==> config.mk <==
export PLATFORM = sky130hd
export DESIGN_NAME = im_boot_ctrl
export DESIGN_NICKNAME = d
export VERILOG_FILES = /design/src/rtl/im_boot_pkg.sv /design/src/rtl/im_boot_timer.sv /design/src/rtl/im_boot_ctrl.sv
export SDC_FILE = /design/constraint.sdc
export NUM_CORES = 1
export LEC_CHECK = 0
export CORE_ASPECT_RATIO = 1.4
export CORE_MARGIN = 2
export CORE_UTILIZATION = 30
export CTS_BUF_LIST = sky130_fd_sc_hd__clkbuf_8
export DETAILED_ROUTE_END_ITERATION = 6
export PLACE_DENSITY = 0.58
export SYNTH_ARGS = -nofsm -noshare
export SYNTH_HDL_FRONTEND = slang
export SYNTH_SLANG_ARGS = --single-unit
==> constraint.sdc <==
create_clock -name clk -period 2.7 [get_ports clk]
set_clock_uncertainty 0.1 [all_clocks]
set_input_delay 0.27 -clock clk [delete_from_list [all_inputs] [get_ports clk]]
set_output_delay 0.27 -clock clk [all_outputs]
set_load 0.01 [all_outputs]
==> src/rtl/im_boot_pkg.sv <==
// im_boot_pkg: shared types and constants for the instruction-memory boot
// controller. The instruction memory is 8k words of 17 bits, loaded from a
// byte stream that packs each word into three bytes, least significant first.
package im_boot_pkg;

    localparam int unsigned ADDR_W          = 16;
    localparam int unsigned DATA_W          = 17;
    localparam int unsigned MEM_DEPTH       = 8192;
    localparam int unsigned BYTES_PER_WORD  = 3;
    localparam int unsigned TIMEOUT_CYC_DEF = 1000000;

    // Number of instruction bits carried by the last byte of a word; the
    // remaining bits of that byte are padding and are dropped.
    localparam int unsigned TOP_BITS = DATA_W - 8 * (BYTES_PER_WORD - 1);

    typedef enum logic [2:0] {
        ST_RUN    = 3'd0,
        ST_HDR_LO = 3'd1,
        ST_HDR_HI = 3'd2,
        ST_B0     = 3'd3,
        ST_B1     = 3'd4,
        ST_B2     = 3'd5,
        ST_WRITE  = 3'd6,
        ST_ERR    = 3'd7
    } boot_state_e;

    // True in the states that consume one byte from the UART.
    function automatic logic is_byte_state(input boot_state_e st);
        logic res;
        case (st)
            ST_HDR_LO, ST_HDR_HI, ST_B0, ST_B1, ST_B2: res = 1'b1;
            default:                                  res = 1'b0;
        endcase
        return res;
    endfunction

    // Packs the three received bytes into one instruction word.
    function automatic logic [DATA_W-1:0] assemble_word(
        input logic [7:0] b2,
        input logic [7:0] b1,
        input logic [7:0] b0
    );
        return {b2[TOP_BITS-1:0], b1, b0};
    endfunction

endpackage

==> src/rtl/im_boot_timer.sv <==
// im_boot_timer: idle counter for the boot link. Counts enabled cycles,
// saturates at the last count and flags expiry while still enabled there.
module im_boot_timer #(
    parameter int unsigned TIMEOUT_CYC = 1000000
) (
    input  logic clk,
    input  logic rst_n,
    input  logic clear,
    input  logic enable,
    output logic expire
);

    localparam int unsigned CNT_W = (TIMEOUT_CYC > 2) ? $clog2(TIMEOUT_CYC) : 1;
    localparam logic [CNT_W-1:0] LAST_CNT = CNT_W'(TIMEOUT_CYC - 1);

    logic [CNT_W-1:0] cnt_q;
    logic [CNT_W-1:0] cnt_d;

    // Next count: clear wins, otherwise advance while enabled and not saturated.
    always_comb begin
        cnt_d = cnt_q;
        if (clear) begin
            cnt_d = '0;
        end else if (enable && (cnt_q != LAST_CNT)) begin
            cnt_d = cnt_q + {{(CNT_W-1){1'b0}}, 1'b1};
        end else begin
            cnt_d = cnt_q;
        end
    end

    // Counter register.
    always_ff @(posedge clk or negedge rst_n) begin
        if (!rst_n) begin
            cnt_q <= '0;
        end else begin
            cnt_q <= cnt_d;
        end
    end

    assign expire = enable && (cnt_q == LAST_CNT);

endmodule

==> src/rtl/im_boot_ctrl.sv <==
// im_boot_ctrl: owns the instruction-memory address/control port. In RUN the
// CPU fetch port passes straight through; on boot_req the CPU is stalled and a
// length-prefixed program arrives byte-wise from the UART and is written to IM
// from address 0. A bad header or an idle link parks the block in ERR until
// the next boot_req.
module im_boot_ctrl
    import im_boot_pkg::*;
#(
    parameter int unsigned TIMEOUT_CYC = TIMEOUT_CYC_DEF
) (
    input  logic              clk,
    input  logic              rst_n,
    input  logic              boot_req,
    input  logic              rx_rdy,
    input  logic [7:0]        rx_data,
    output logic              rx_clr_rdy,
    input  logic [ADDR_W-1:0] cpu_addr,
    input  logic              cpu_rd_en,
    output logic [ADDR_W-1:0] im_addr,
    output logic              im_rd_en,
    output logic              im_we,
    output logic [DATA_W-1:0] im_wdata,
    output logic              cpu_stall,
    output logic              boot_busy,
    output logic              boot_done,
    output logic              boot_err,
    output logic [15:0]       words_loaded
);

    localparam logic [15:0] MAX_COUNT = 16'(MEM_DEPTH);

    boot_state_e       state_q, state_d;
    logic [15:0]       count_q, count_d;
    // Words written so far; doubles as the IM write pointer since both start
    // at zero and advance together on every WRITE.
    logic [15:0]       words_q, words_d;
    logic [7:0]        byte0_q, byte0_d;
    logic [7:0]        byte1_q, byte1_d;
    logic [DATA_W-1:0] wdata_q, wdata_d;
    logic              we_q, we_d;
    logic              done_q, done_d;
    logic              err_q, err_d;
    logic              stall_q, stall_d;
    logic              busy_q, busy_d;

    logic              byte_ok_s;
    logic              req_ok_s;
    logic              tmr_en_s;
    logic              tmr_clr_s;
    logic              tmo_s;
    logic [15:0]       hdr_count_s;
    logic [15:0]       words_inc_s;

    assign byte_ok_s   = is_byte_state(state_q) && rx_rdy;
    assign req_ok_s    = boot_req && ((state_q == ST_RUN) || (state_q == ST_ERR));
    assign tmr_en_s    = is_byte_state(state_q) && !rx_rdy;
    assign tmr_clr_s   = byte_ok_s || req_ok_s;
    assign hdr_count_s = {rx_data, count_q[7:0]};
    assign words_inc_s = words_q + 16'd1;

    im_boot_timer #(
        .TIMEOUT_CYC (TIMEOUT_CYC)
    ) u_timer (
        .clk    (clk),
        .rst_n  (rst_n),
        .clear  (tmr_clr_s),
        .enable (tmr_en_s),
        .expire (tmo_s)
    );

    // Next-state, data capture and registered-output decode.
    always_comb begin
        state_d = state_q;
        count_d = count_q;
        words_d = words_q;
        byte0_d = byte0_q;
        byte1_d = byte1_q;
        wdata_d = wdata_q;
        done_d  = 1'b0;

        case (state_q)
            ST_RUN: begin
                if (boot_req) begin
                    state_d = ST_HDR_LO;
                    words_d = 16'd0;
                end else begin
                    state_d = ST_RUN;
                end
            end
            ST_HDR_LO: begin
                if (rx_rdy) begin
                    count_d = {count_q[15:8], rx_data};
                    state_d = ST_HDR_HI;
                end else if (tmo_s) begin
                    state_d = ST_ERR;
                end else begin
                    state_d = ST_HDR_LO;
                end
            end
            ST_HDR_HI: begin
                if (rx_rdy) begin
                    count_d = hdr_count_s;
                    if (hdr_count_s == 16'd0) begin
                        // Empty program: nothing to write, hand fetch back.
                        state_d = ST_RUN;
                        done_d  = 1'b1;
                    end else if (hdr_count_s > MAX_COUNT) begin
                        state_d = ST_ERR;
                    end else begin
                        state_d = ST_B0;
                    end
                end else if (tmo_s) begin
                    state_d = ST_ERR;
                end else begin
                    state_d = ST_HDR_HI;
                end
            end
            ST_B0: begin
                if (rx_rdy) begin
                    byte0_d = rx_data;
                    state_d = ST_B1;
                end else if (tmo_s) begin
                    state_d = ST_ERR;
                end else begin
                    state_d = ST_B0;
                end
            end
            ST_B1: begin
                if (rx_rdy) begin
                    byte1_d = rx_data;
                    state_d = ST_B2;
                end else if (tmo_s) begin
                    state_d = ST_ERR;
                end else begin
                    state_d = ST_B1;
                end
            end
            ST_B2: begin
                if (rx_rdy) begin
                    wdata_d = assemble_word(rx_data, byte1_q, byte0_q);
                    state_d = ST_WRITE;
                end else if (tmo_s) begin
                    state_d = ST_ERR;
                end else begin
                    state_d = ST_B2;
                end
            end
            ST_WRITE: begin
                words_d = words_inc_s;
                if (words_inc_s == count_q) begin
                    state_d = ST_RUN;
                    done_d  = 1'b1;
                end else begin
                    state_d = ST_B0;
                end
            end
            ST_ERR: begin
                if (boot_req) begin
                    state_d = ST_HDR_LO;
                    words_d = 16'd0;
                end else begin
                    state_d = ST_ERR;
                end
            end
            default: begin
                state_d = ST_ERR;
            end
        endcase

        // Status outputs are registered copies of what the next state implies,
        // so they line up exactly with state_q on the following cycle.
        we_d    = (state_d == ST_WRITE);
        stall_d = (state_d != ST_RUN);
        err_d   = (state_d == ST_ERR);
        busy_d  = (state_d != ST_RUN) && (state_d != ST_ERR);
    end

    // State and datapath registers.
    always_ff @(posedge clk or negedge rst_n) begin
        if (!rst_n) begin
            state_q <= ST_RUN;
            count_q <= 16'd0;
            words_q <= 16'd0;
            byte0_q <= 8'd0;
            byte1_q <= 8'd0;
            wdata_q <= '0;
            we_q    <= 1'b0;
            done_q  <= 1'b0;
            err_q   <= 1'b0;
            stall_q <= 1'b0;
            busy_q  <= 1'b0;
        end else begin
            state_q <= state_d;
            count_q <= count_d;
            words_q <= words_d;
            byte0_q <= byte0_d;
            byte1_q <= byte1_d;
            wdata_q <= wdata_d;
            we_q    <= we_d;
            done_q  <= done_d;
            err_q   <= err_d;
            stall_q <= stall_d;
            busy_q  <= busy_d;
        end
    end

    // IM port mux: CPU fetch passes through in RUN, write pointer otherwise.
    always_comb begin
        if (state_q == ST_RUN) begin
            im_addr  = cpu_addr;
            im_rd_en = cpu_rd_en;
        end else begin
            im_addr  = words_q;
            im_rd_en = 1'b0;
        end
    end

    // The consume pulse must land in the same cycle the byte is offered.
    assign rx_clr_rdy   = byte_ok_s;
    assign im_we        = we_q;
    assign im_wdata     = wdata_q;
    assign cpu_stall    = stall_q;
    assign boot_busy    = busy_q;
    assign boot_done    = done_q;
    assign boot_err     = err_q;
    assign words_loaded = words_q;

endmodule

# After elaboration in Yosys (flattened, before gate mapping)
# Cells that the tools add are included.
[totals] regBits=93 latch_bits=0 ramBits=0 mem_bits_ro=0 out_inout_bits=56 wordCells=84 mem_count=0
[classes] addsub=2 mul=0 n_div=0 order_cmp=1 n_eq_ne=14 shifts=0 muxes=30 bitwise_logic=2 n_reduce_logical=22
[ops] cell="$pmux 16 s2" count=2
[ops] cell="$mux 16" count=3
[ops] cell="$mux 20" count=2
[ops] cell="$mux 3" count=9
[ops] cell="$pmux 3 s8" count=1
[ops] cell="$add 20x1->20 const B" count=1
[ops] cell="$eq 20x20->1 const B" count=1
[ops] cell="$ne 20x20->1 const B" count=1
[ops] cell="$eq 3x3->1 const B" count=6
[ops] cell="$add 16x1->16 const B" count=1
[ops] cell="$eq 16x16->1" count=1
[ops] cell="$gt 16x14->1 const B" count=1
[ops] cell="$logic_not 16->1" count=1
[ops] cell="$mux 2" count=5
[ops] cell="$mux 8" count=1
[ops] cell="$reduce_and 2->1" count=4
[ops] cell="$eq 3x2->1 const B" count=2
[ops] cell="$logic_and 1x1->1" count=6
[ops] cell="$mux 1" count=6
[ops] cell="$reduce_and 3->1" count=2
[ops] cell="$reduce_or 5->1" count=1
[ops] cell="$reduce_bool 2->1" count=2
[ops] cell="$eq 3x1->1 const B" count=1
[ops] cell="$logic_not 3->1" count=1
[ops] cell="other kinds (8)" count=10

# Longest topological paths before layout
[depth] depth_word=10 ltp_mapped=10 ltp_nobuf=8

# Cells and area by module
# From an unflattened synthesis, not the netlist that was laid out.
[hier_totals] cells_unflattened=503 hier_area_um2=5013.6
[by_module_without_submodules] module="im_boot_ctrl" n_inst=1 cells_per_inst=386 area_each_um2=3877.5
[by_module_without_submodules] module="im_boot_timer" n_inst=1 cells_per_inst=117 area_each_um2=1136.1

# Worst setup path before layout
# OpenSTA, ideal clock, no wires.
[synth_timing] path_type="flip-flop to flip-flop" start="register words_q[0], in the netlist words_loaded[0]" end="register busy_q, in the netlist boot_busy" setup_time_ns=0.136 t_arrival_ns=2.544 setup_slack_ns=-0.080 path_stages_with_launch=11 period_less_slack_ns=2.780 cell_sequence="dfrtp_1 > ha_1 > buf_2 > and3_1 > buf_4 > nand3_2 > a311oi_2 > o32ai_1 > or4_4 > o31ai_4 > a31oi_1"
[synth_between] elab_chain_len=6 word_cells_on_any_way=7 classes_between="1 x add/sub; 2 x eq/ne; 2 x mux; 2 x reduce/logical"
[synth_lines] element="start: declaration" line="im_boot_ctrl.sv:36" rtl="logic [15:0] words_q, words_d;"
[synth_lines] element="start signal: assignment" line="im_boot_ctrl.sv:195" rtl="words_q <= words_d;"
[synth_lines] element="$add 16x1->16 *" line="im_boot_ctrl.sv:59" rtl="assign words_inc_s = words_q + 16'd1;"
[synth_lines] element="$eq 16x16->1 *" line="im_boot_ctrl.sv:150" rtl="if (words_inc_s == count_q) begin"
[synth_lines] element="$mux 2 *" line="im_boot_ctrl.sv:150"
[synth_lines] element="$pmux 3 s8 *" line="im_boot_ctrl.sv:81" rtl="case (state_q)"
[synth_lines] element="$ne 3x3->1 / $reduce_bool 3->1 (equally long branches)" line="im_boot_ctrl.sv:175" rtl="busy_d = (state_d != ST_RUN) && (state_d != ST_ERR);"
[synth_lines] element="$logic_and 1x1->1 *" line="im_boot_ctrl.sv:175"
[synth_lines] element="via busy_d" line="im_boot_ctrl.sv:44" rtl="logic busy_q, busy_d;"
[synth_lines] element="end signal: assignment" line="im_boot_ctrl.sv:203" rtl="busy_q <= busy_d;"
[synth_lines] element="end: declaration" line="im_boot_ctrl.sv:44"
# Mark *: on every way through the listed nets, which the timed path passes. The rest lies on a longest branch.
# A chain may end at the register's enable or synchronous reset.

# Final worst setup path
[layout_timing] start="register words_q[1], in the netlist words_loaded[1]" end="register busy_q, in the netlist boot_busy"
# The elaborated chain is that of the path after synthesis.

==> results.json <==
{
  "dpl_cell_area_sq_um": 6300,
  "die_height_um": 157,
  "cts_tree": "built",
  "post-dp-hpwl_mm": 10.1,
  "power.density_nw_per_um2": 878,
  "grt.overflow.total": 0,
  "ys_types": 57,
  "num_io_pins": 85,
  "power.leakage_nw": 2.78,
  "htreeDepth": 3,
  "antenna-diode-count": 0,
  "critPathMaxFanout": 6,
  "worstSkewPairLatency_ns": 0.37,
  "fin_nets": 649,
  "critPathLaunchType": "flip-flop",
  "worstSetupPathType": "flip-flop to flip-flop",
  "crit_path_cell_trace": "buf_4 > and4_1 > and2_1 > o31ai_1 > a21oi_1 > or4_4 > o31ai_4 > a31oi_1",
  "initialDrtViolationCount": 328,
  "syn2layout_area_growth_pct": 30.5,
  "slew_headroom": 0.558,
  "clock-sinks": 93,
  "drc_errors": 0,
  "grt.total_usage": 0.156,
  "place_congestion": 0.849,
  "synth_top_area_frac": 0.461,
  "grt_pass1_wl_mm": 22.1,
  "coreArea_sq_um": 16600,
  "detail_route.vias_per_cell": 5.06,
  "syn_area_sq_um": 5050,
  "ant_nets": 0,
  "hold_viol_final": 0,
  "worst_pin_slew_ns": 0.659,
  "synthesis.yosys.warnings": 0,
  "period_minus_slack_ns": 2.58,
  "dieArea_sq_um": 17900,
  "syn_inst": 512,
  "synth_area_leaders": "dfrtp_1 (46%), mux2_2 (11%), nand2_1 (5.8%)",
  "critPathSlowestCell": "or4_4",
  "arrival_ns": 2.71,
  "outcome": "completed",
  "start_util": 0.304,
  "finalSetupViolations": 0,
  "wl_per_cell_um": 16.5,
  "cp_num_buf_inv": 1,
  "fin_util": 0.397,
  "die_w_um": 114,
  "numCtsBuffers": 9,
  "synthFlopType": "dfrtp_1",
  "place_ws_ns": 0.0988,
  "grt_max_degree": 49,
  "cts_root_buffer": "clkbuf_8",
  "setup_slack_ns": 0.117,
  "syn-num-nets": 543,
  "synth_seq_cells": 93,
  "vias": 4180,
  "grt_antenna_before_repair": 0,
  "rsz0062_at_grt": "no",
  "portBuffers": 84,
  "clk_path_buf_depth": 2,
  "fin_tns_setup_ns": 0,
  "drive_above_1_share": 0.218,
  "slew_viol_final": 0,
  "hp-class": "input port to asynchronous set/reset pin",
  "clkTransAtPathRegs_ns": 0.10,
  "drt_wl_total_mm": 13.6,
  "cap_viol_max_count": 0,
  "ir_worst_vdd_mv": 0.473,
  "cpPeakStageDelay_ns": 0.57,
  "max_freq_ghz": 0.387,
  "yosysSeqAreaShare": 0.461,
  "crit_path_end_kind": "flip-flop",
  "period_share": 0.957,
  "grt_pass1_vias": 4251,
  "first_pass_iters": 4,
  "row_count": 56,
  "p_total_mw": 5.78,
  "finalInstanceArea_sq_um": 6590,
  "synth_edf_count": 0,
  "critPathTopFamily": "simple AND/OR/NAND/NOR gates",
  "crit_required_ns": 2.83,
  "avgSynthCellArea_sq_um": 9.86,
  "async_reset_ff_frac": 1.00,
  "synth_top_area_cell": "dfrtp_1"
}
## layout make-up
type / instances / area, sq um
inverters: 9 / 33.8
clock buffers: 10 / 138
well taps: 203 / 254
repair buffers: 125 / 1160
fillers: 1660 / 10000
flip-flops and latches: 93 / 2330
multi-input cells: 380 / 2570
clock inverters: 6 / 91.3
## stage by stage
step / std cells / hold WS (ns)
global placement: 809 / 0.229
global route: 826 / 0.384
CTS: 826 / 0.371
finish: 826 / 0.357
floorplan: 512 / -0.126
detailed placement: 809 / 0.234
## cell usage after synthesis (all sizes together), types with 5 or more instances
cell / count
buf: 14
nand4: 12
inv: 9
nor4: 8
o31ai: 8
dfrtp: 93
mux2: 49
and3: 14
xor2: 14
nor3: 8
and2: 6
or3: 8
clkbuf: 16
a21oi: 15
nor2: 39
nand2b: 5
a31oi: 5
nand3: 24
xnor2: 14
nand2: 78
o21ai: 33
## registers in the layout, summed over array words and instances (netlist names)
register       flops
u_timer.cnt_q     20
im_wdata          17
count_q           16
words_loaded      16
byte0_q            8
byte1_q            8
state_q            3
boot_busy          1
boot_done          1
boot_err           1
cpu_stall          1
im_we              1
## report_power, final
part	switching, mW	total (mW)	internal (mW)
Clock	0.524	1.08	0.556
Sequential	0.331	2.17	1.84
Combinational	1.22	2.53	1.31
## kinds of logic (layout without fill, tap and decap cells)
kind of cell	count (synthesis)	count (layout)	synth area share
AO/OA/AOI/OAI	81	81	0.105
XOR/XNOR	28	28	0.0486
adder cells (fa/ha/maj)	2	2	0.00496
buffers and inverters	39	150	0.0377
flip-flops	93	93	0.461
multiplexers	51	51	0.113
AND/OR/NAND/NOR	218	218	0.230
## repair_timing
action                     in CTS  in global routing
setup endpoints to repair       3                 19
setup buffers                   0                  0
gates resized for setup         1                  8
hold buffers                    1                  0
pin swaps                       0                  0
hold endpoints to repair       44                  0
## layout by cell type, fill, tap and decap left out, drive strengths merged, types with 5 or more instances in the layout
cell | netlist | layout
a21oi | 15 | 15
a31oi | 5 | 5
and2 | 6 | 6
and3 | 14 | 14
buf | 14 | 41
clkbuf | 16 | 10
clkdlybuf4s50 | 0 | 83
dfrtp | 93 | 93
inv | 9 | 12
mux2 | 49 | 49
nand2 | 78 | 78
nand2b | 5 | 5
nand3 | 24 | 24
nand4 | 12 | 12
nor2 | 39 | 39
nor3 | 8 | 8
nor4 | 8 | 8
o21ai | 33 | 33
o31ai | 8 | 8
or3 | 8 | 8
xnor2 | 14 | 14
xor2 | 14 | 14
## path summary, 6_finish.rpt
| check | from | to | slack, ns | cells after the start |
|---|---|---|---|---|
| max | words_loaded[1]$_DFFE_PN0P_ | boot_busy$_DFF_PN0_ | 0.12 | 8 |
| min | rst_n | words_loaded[5]$_DFFE_PN0P_ | 0.36 | 2 |
| max reg2reg | words_loaded[1]$_DFFE_PN0P_ | boot_busy$_DFF_PN0_ | 0.12 | 8 |
| min reg2reg | byte1_q[5]$_DFFE_PN0P_ | im_wdata[13]$_DFFE_PN0P_ | 0.41 | 1 |
| max in group asynchronous | rst_n | boot_busy$_DFF_PN0_ | 1.43 | 3 |
| min in group clk | byte1_q[5]$_DFFE_PN0P_ | im_wdata[13]$_DFFE_PN0P_ | 0.41 | 1 |
## routing by layer
| metal | share of wire | GRT usage | wire, um |
|---|---|---|---|
| met4 | 0.017 | 0.0499 | 231 |
| met3 | 0.037 | 0.0304 | 503 |
| met5 | 0 | 0 | 0 |
| met1 | 0.44 | 0.199 | 5990 |
| met2 | 0.50 | 0.265 | 6860 |
Power figures use the tool's default switching activity.
